**config.mk**
```make
export PLATFORM = sky130hd
export DESIGN_NAME = commit_monitor
export DESIGN_NICKNAME = d
export VERILOG_FILES = /design/src/rtl/commit_monitor.sv
export SDC_FILE = /design/constraint.sdc
export NUM_CORES = 1
export LEC_CHECK = 0
export BUFFER_PORTS_ARGS = -buffer_cell sky130_fd_sc_hd__buf_2
export CAP_MARGIN = 5
export CORE_MARGIN = 1
export CORE_UTILIZATION = 40
export CTS_BUF_LIST = sky130_fd_sc_hd__clkbuf_4 sky130_fd_sc_hd__clkbuf_8
export CTS_CLUSTER_DIAMETER = 60
export DETAILED_ROUTE_END_ITERATION = 8
export PLACE_DENSITY_LB_ADDON = 0.2
export SKIP_LAST_GASP = 1
export SLEW_MARGIN = 20
export SYNTH_ARGS = -nofsm -noshare
export SYNTH_HDL_FRONTEND = slang
export SYNTH_SLANG_ARGS = --single-unit
export TNS_END_PERCENT = 30
```
**constraint.sdc**
```tcl
create_clock -name i_clk -period 2.75 [get_ports i_clk]
set_input_delay 0.275 -clock i_clk [delete_from_list [all_inputs] [get_ports i_clk]]
set_output_delay 0.275 -clock i_clk [all_outputs]
set_load 0.03 [all_outputs]
```
**src/rtl/commit_monitor.sv**
```systemverilog
// Retirement monitor for the forwarding RISC-V core.
// Counts retired instructions and RUN cycles, keeps a ring buffer of the most
// recent retired PCs, and latches either a halt (same PC retired repeatedly)
// or a timeout (no retirement for too long). Both end states are terminal
// until reset or i_clear.
//
// Handshake: i_insn_vld is a one-way strobe with no ready. Every cycle it is
// high in IDLE or RUN is one accepted retirement of i_pc. In HALTED or
// TIMEOUT it is ignored.
module commit_monitor #(
  parameter int PC_WIDTH       = 32,
  parameter int CNT_WIDTH      = 32,
  parameter int TRACE_DEPTH    = 16,
  parameter int TIMEOUT_CYCLES = 1024,
  parameter int HALT_REPEAT    = 4
) (
  input  logic                           i_clk,
  input  logic                           i_rst_n,
  input  logic                           i_clear,
  input  logic                           i_insn_vld,
  input  logic [PC_WIDTH-1:0]            i_pc,
  input  logic [$clog2(TRACE_DEPTH)-1:0] i_trace_idx,
  output logic [PC_WIDTH-1:0]            o_trace_pc,
  output logic                           o_trace_vld,
  output logic [CNT_WIDTH-1:0]           o_retire_cnt,
  output logic [CNT_WIDTH-1:0]           o_cycle_cnt,
  output logic                           o_running,
  output logic                           o_halted,
  output logic                           o_timeout,
  output logic [PC_WIDTH-1:0]            o_halt_pc,
  output logic [1:0]                     o_fsm_state
);

  localparam int AW     = $clog2(TRACE_DEPTH);
  localparam int FILL_W = $clog2(TRACE_DEPTH + 1);
  localparam int IDLE_W = $clog2(TIMEOUT_CYCLES + 1);
  localparam int REP_W  = $clog2(HALT_REPEAT + 1);

  localparam logic [1:0] ST_IDLE    = 2'd0;
  localparam logic [1:0] ST_RUN     = 2'd1;
  localparam logic [1:0] ST_HALTED  = 2'd2;
  localparam logic [1:0] ST_TIMEOUT = 2'd3;

  logic [1:0]           state_q,      state_d;
  logic [CNT_WIDTH-1:0] retire_cnt_q, retire_cnt_d;
  logic [CNT_WIDTH-1:0] cycle_cnt_q,  cycle_cnt_d;
  logic [IDLE_W-1:0]    idle_cnt_q,   idle_cnt_d;
  logic [REP_W-1:0]     rep_cnt_q,    rep_cnt_d;
  logic [PC_WIDTH-1:0]  last_pc_q,    last_pc_d;
  logic [AW-1:0]        wr_ptr_q,     wr_ptr_d;
  logic [FILL_W-1:0]    fill_q,       fill_d;
  logic                 halted_q,     halted_d;
  logic                 timeout_q,    timeout_d;
  logic [PC_WIDTH-1:0]  halt_pc_q,    halt_pc_d;
  logic [PC_WIDTH-1:0]  trace_q [TRACE_DEPTH];
  logic                 accept;
  logic [AW-1:0]        rd_ptr;

  // A retirement is only taken while the monitor is still live.
  assign accept = i_insn_vld && ((state_q == ST_IDLE) || (state_q == ST_RUN));

  // Next-state for FSM, counters, halt detection and trace pointers.
  always_comb begin
    state_d      = state_q;
    retire_cnt_d = retire_cnt_q;
    cycle_cnt_d  = cycle_cnt_q;
    idle_cnt_d   = idle_cnt_q;
    rep_cnt_d    = rep_cnt_q;
    last_pc_d    = last_pc_q;
    wr_ptr_d     = wr_ptr_q;
    fill_d       = fill_q;
    halted_d     = halted_q;
    timeout_d    = timeout_q;
    halt_pc_d    = halt_pc_q;

    if (accept) begin
      if (retire_cnt_q != '1) retire_cnt_d = retire_cnt_q + 1'b1;
      wr_ptr_d  = wr_ptr_q + 1'b1;
      if (fill_q != FILL_W'(TRACE_DEPTH)) fill_d = fill_q + 1'b1;
      last_pc_d = i_pc;
      // The first retirement out of IDLE always starts a fresh run of 1.
      if ((state_q == ST_RUN) && (i_pc == last_pc_q)) rep_cnt_d = rep_cnt_q + 1'b1;
      else                                            rep_cnt_d = REP_W'(1);
    end

    case (state_q)
      ST_IDLE: begin
        if (accept) begin
          state_d     = ST_RUN;
          cycle_cnt_d = CNT_WIDTH'(1);
          idle_cnt_d  = '0;
        end
      end
      ST_RUN: begin
        if (cycle_cnt_q != '1) cycle_cnt_d = cycle_cnt_q + 1'b1;
        idle_cnt_d = accept ? '0 : idle_cnt_q + 1'b1;
        // A retirement clears the idle count, so it always beats a timeout.
        if (accept && (rep_cnt_d == REP_W'(HALT_REPEAT))) begin
          state_d   = ST_HALTED;
          halted_d  = 1'b1;
          halt_pc_d = i_pc;
        end else if (!accept && (idle_cnt_d == IDLE_W'(TIMEOUT_CYCLES))) begin
          state_d   = ST_TIMEOUT;
          timeout_d = 1'b1;
        end
      end
      default: ; // HALTED and TIMEOUT hold everything
    endcase
  end

  // Control and status registers; i_clear acts like a synchronous reset.
  always_ff @(posedge i_clk or negedge i_rst_n) begin
    if (!i_rst_n) begin
      state_q      <= ST_IDLE;
      retire_cnt_q <= '0;
      cycle_cnt_q  <= '0;
      idle_cnt_q   <= '0;
      rep_cnt_q    <= '0;
      last_pc_q    <= '0;
      wr_ptr_q     <= '0;
      fill_q       <= '0;
      halted_q     <= 1'b0;
      timeout_q    <= 1'b0;
      halt_pc_q    <= '0;
    end else if (i_clear) begin
      state_q      <= ST_IDLE;
      retire_cnt_q <= '0;
      cycle_cnt_q  <= '0;
      idle_cnt_q   <= '0;
      rep_cnt_q    <= '0;
      last_pc_q    <= '0;
      wr_ptr_q     <= '0;
      fill_q       <= '0;
      halted_q     <= 1'b0;
      timeout_q    <= 1'b0;
      halt_pc_q    <= '0;
    end else begin
      state_q      <= state_d;
      retire_cnt_q <= retire_cnt_d;
      cycle_cnt_q  <= cycle_cnt_d;
      idle_cnt_q   <= idle_cnt_d;
      rep_cnt_q    <= rep_cnt_d;
      last_pc_q    <= last_pc_d;
      wr_ptr_q     <= wr_ptr_d;
      fill_q       <= fill_d;
      halted_q     <= halted_d;
      timeout_q    <= timeout_d;
      halt_pc_q    <= halt_pc_d;
    end
  end

  // Trace ring buffer: write the accepted PC at the write pointer.
  always_ff @(posedge i_clk or negedge i_rst_n) begin
    if (!i_rst_n) begin
      for (int i = 0; i < TRACE_DEPTH; i++) trace_q[i] <= '0;
    end else if (i_clear) begin
      for (int i = 0; i < TRACE_DEPTH; i++) trace_q[i] <= '0;
    end else if (accept) begin
      trace_q[wr_ptr_q] <= i_pc;
    end
  end

  // Index 0 is the newest entry; pointer arithmetic wraps modulo the depth.
  assign rd_ptr      = wr_ptr_q - AW'(1) - i_trace_idx;
  assign o_trace_vld = ({1'b0, i_trace_idx} < fill_q);
  assign o_trace_pc  = o_trace_vld ? trace_q[rd_ptr] : '0;

  assign o_retire_cnt = retire_cnt_q;
  assign o_cycle_cnt  = cycle_cnt_q;
  assign o_running    = (state_q == ST_RUN);
  assign o_halted     = halted_q;
  assign o_timeout    = timeout_q;
  assign o_halt_pc    = halt_pc_q;
  assign o_fsm_state  = state_q;

endmodule

```
==> flow_metrics.tcl <==
set metrics [dict create \
    drtIter0Drc 2773 \
    clkTransAtPathRegs_ps 60 \
    drive_gt1_share_pct 23.0 \
    holdPathStages 4 \
    grt_pass1_vias 26500 \
    worstSkewPairLatency_ps 760 \
    share_of_the_yosys_chip_area_belonging_to_registers_pct 51.3 \
    vias 27100 \
    timing.hold.worst_endpoint "last_pc_q[5]$_DFFE_PN0P_" \
    post-place-ws_ps -391 \
    holdCritStartpoint "i_pc[5]" \
    power_density_mw_per_mm2 584 \
    totalPowerFinal_mw 23.2 \
    synthesis.area_per_instance_um2 9.36 \
    cts_tree "built" \
    timing.critical_path.fanout_max 8 \
    place.detailed.hpwl_um 65900 \
    worst_slew_margin_rel_pct 33.5 \
    maximum_achievable_frequency_ghz 0.256 \
    fp.dieArea_mm2 0.0825 \
    crit_required_ps 2480 \
    worst-slew-pin-transition_ps 998 \
    setup_viol 33 \
    rsz_0062_raised_after_global_routing "true" \
    floorplan.die.width_um 287 \
    grt_first_pass_wirelength_um 166000 \
    failing_checks "setup timing" \
    ctsRootBufferMaster "clkbuf_8" \
    grt-ovfl-total 0 \
    drt_first_pass_iters 5 \
    post-route-drc-count 0 \
    peakVddDrop_mv 0.445 \
    synth.net_count 3532 \
    setup_clock_skew_after_layout_ps 38.5 \
    numCtsBuffers 117 \
    clock-sinks 667 \
    worst_path_max_delay_cell "fa_4" \
    number_of_nets_in_the_layout 3768 \
    setup.worst_path.end_class "output pin" \
    area_delta_synth_final_pct 22.3 \
    drt.antenna.violating_nets 0 \
    routabilityCongestion 0.815 \
    netlist.top_cell.by_area "dfrtp_1" \
    io_buffer_count 173 \
    synth_top_cells_by_area "dfrtp_1, nand2_1, mux4_2, a21oi_1, clkbuf_1" \
    final_max_slew_viol_count 0 \
    coreArea_mm2 0.0805 \
    drt-vias-per-instance 5.57 \
    r2r_slack_ps 190 \
    initial_core_util_pct 40.4 \
    ys_ff_latch 667 \
    period_needed_ps 3900 \
    mapped_area_mm2 0.0325 \
    worst_ep_arrival_time_ps 3630 \
    synth_top_cell_area_share_pct 51.3 \
    fp-row-count 104 \
    synth_edf_count 0 \
    async_reset_ff_share_pct 100 \
    design.portCount 174 \
    critPathMaxStageDelay_ps 890 \
    finish.cell_count_without_fillers 4869 \
    outcome "finished with violations" \
    cp_dominant_cell_by_count "buf_4" \
    synth_cell_types 64 \
    finalHoldViolCount 0 \
    cts.htree.levels 3 \
    syn-instance-count 3475 \
    r2r_start "last_pc_q[24]$_DFFE_PN0P_" \
    synth_ff_type "dfrtp_1" \
    worst_hold_check_path_type "in -> reg" \
    wirelength_um 110000 \
    cap_viol_max_count 0 \
    gr-usage-all-layers_pct 26.4 \
    average_wire_length_per_cell_after_detail_routing_um 22.6 \
    dp.cells 4618 \
    worst_setup_path_start_kind "flop" \
    die_height_um 287 \
    critical_path.reg2reg.endpoint "o_halt_pc[11]$_DFFE_PN0P_" \
    power.static_leakage_nw 16.6 \
    antenna_found_initial 10 \
    setup_ws_ps -1150 \
    grt_start_max_net_pins 166 \
    num-fill-cells 7463 \
    criticalPathCategory "reg -> out" \
    longest_clk_path_bufs 3 \
    final_period_util_pct 142 \
    timing.reg2reg.worst_path_depth 8 \
    worstPathCellList "ha_4 > fa_4 > buf_4 > buf_12 > buf_4 > mux4_2 > a211oi_2 > buf_4 > a211oi_4 > buf_6" \
    number_of_synthesis_warnings 0 \
]
-- power breakdown --
group	total [mW]	leakage [nW]	internal [mW]	switching [mW]
clock network	10.4	1.43	6.08	4.31
logic	2.88	5.94	1.13	1.74
registers	9.99	9.27	9.92	0.0675
-- Yosys cell counts (all sizes together), types with 3 or more instances --
cell       n
nand3     39
mux4     128
or2        5
a22o       3
nand2   1150
nor2     117
nor3b      4
a211oi    66
xnor2     45
xor2      34
o21bai     3
a31oi      5
nor2b     35
nand2b     9
o31ai     12
and4       4
or3        8
nor3      19
a21o       7
nor4b      6
and3      13
o41ai      3
buf       65
and2       9
nand3b     3
dfrtp    667
or4        6
o21ai     40
clkbuf   245
nor4      15
a21oi    566
mux2i     65
nand4     25
ha        16
inv       19
-- worst max path at each step --
stage / to / start / slack (ps) / cells past startpoint
floorplan: o_trace_pc[10] / wr_ptr_q[0]$_DFFE_PN0P_ / -70 / 7
global placement: o_trace_pc[20] / i_trace_idx[0] / -380 / 11
detailed placement: o_trace_pc[20] / i_trace_idx[0] / -390 / 11
CTS: o_trace_pc[17] / wr_ptr_q[0]$_DFFE_PN0P_ / -1170 / 9
global route: o_trace_pc[22] / wr_ptr_q[0]$_DFFE_PN0P_ / -1270 / 10
finish: o_trace_pc[22] / wr_ptr_q[0]$_DFFE_PN0P_ / -1150 / 10
-- worst max-delay path: cells and delay by family, from the launching register on --
kind / cells / cell delay [ps]
compound gates: 2 / 320
flops: 1 / 410
buf+inv: 5 / 750
fa+ha+maj: 2 / 1070
mux: 1 / 320
-- state kept, by name, summed over array words and instances (netlist names) --
signal	flops
fill_q	5
idle_cnt_q	11
last_pc_q	32
o_cycle_cnt	32
o_fsm_state	2
o_halt_pc	32
o_halted	1
o_retire_cnt	32
o_timeout	1
rep_cnt_q	3
trace_q	512
wr_ptr_q	4
-- repair_timing --
item	CTS	global route
pin swaps	1	32
gates cloned	0	9
endpoints found under the hold margin	492	0
resized for setup	7	130
hold buffers	18	0
buffers inserted	0	7
setup endpoints to repair	33	33
-- logic make-up (layout without fill, tap and decap cells) --
| logic type | after synthesis | count (layout) | synth area share [%] |
|---|---|---|---|
| compound gates | 718 | 718 | 12.0 |
| xor+xnor | 79 | 79 | 2.13 |
| fa+ha+maj | 17 | 17 | 0.677 |
| buf+inv | 329 | 661 | 4.40 |
| flops | 667 | 667 | 51.3 |
| mux | 194 | 194 | 10.9 |
| other cells | 0 | 2 | 0 |
| simple gates | 1471 | 1471 | 18.6 |
-- per-stage QoR --
step                util [%]  setup TNS (ps)  hold WS (ps)  instance area, um^2
CTS                     48.5          -35570         0.544                39100
global route            49.4          -38820          26.8                39800
detailed placement      44.9          -10260           178                36200
finish                  49.4          -34500          63.7                39800
floorplan                  -           -1410         -20.6                33000
global placement        44.9           -9410           177                36200
-- final cells by class --
type / instances / area, um^2 / area share, %
clock buffer: 196 / 2460 / 6.18
timing repair buffer: 427 / 3740 / 9.41
tap: 1060 / 1330 / 3.33
antenna: 2 / 5.00 / 0.0126
clock inverter: 19 / 239 / 0.600
multi-input combinational: 2479 / 15300 / 38.4
sequential: 667 / 16700 / 41.9
inverter: 19 / 71.3 / 0.179
-- layout by cell type, fill, tap and decap left out, types with 14 or more instances in the layout --
master,n
nor2_1,103
a21oi_1,565
clkbuf_8,158
dfrtp_1,667
nand3_1,30
xnor2_1,44
xor2_1,33
nand4_1,25
nor2b_1,29
mux4_2,128
inv_1,19
a211oi_2,27
buf_4,181
buf_2,142
mux2i_1,53
buf_6,25
a211oi_4,32
ha_1,15
o21ai_0,40
nand2_1,1150
clkbuf_4,39
buf_12,47
dlygate4sd3_1,18
nor3_1,14
-- metal layers --
layer,track usage (%),part of all wire [%],vias up
li1,-,-,12200
met1,37.7,44,13700
met2,40.9,46,999
met3,5.02,7.4,189
met4,7.45,2.6,10
met5,0.523,0.098,-
No activity file was read; power rests on OpenSTA's default activity.
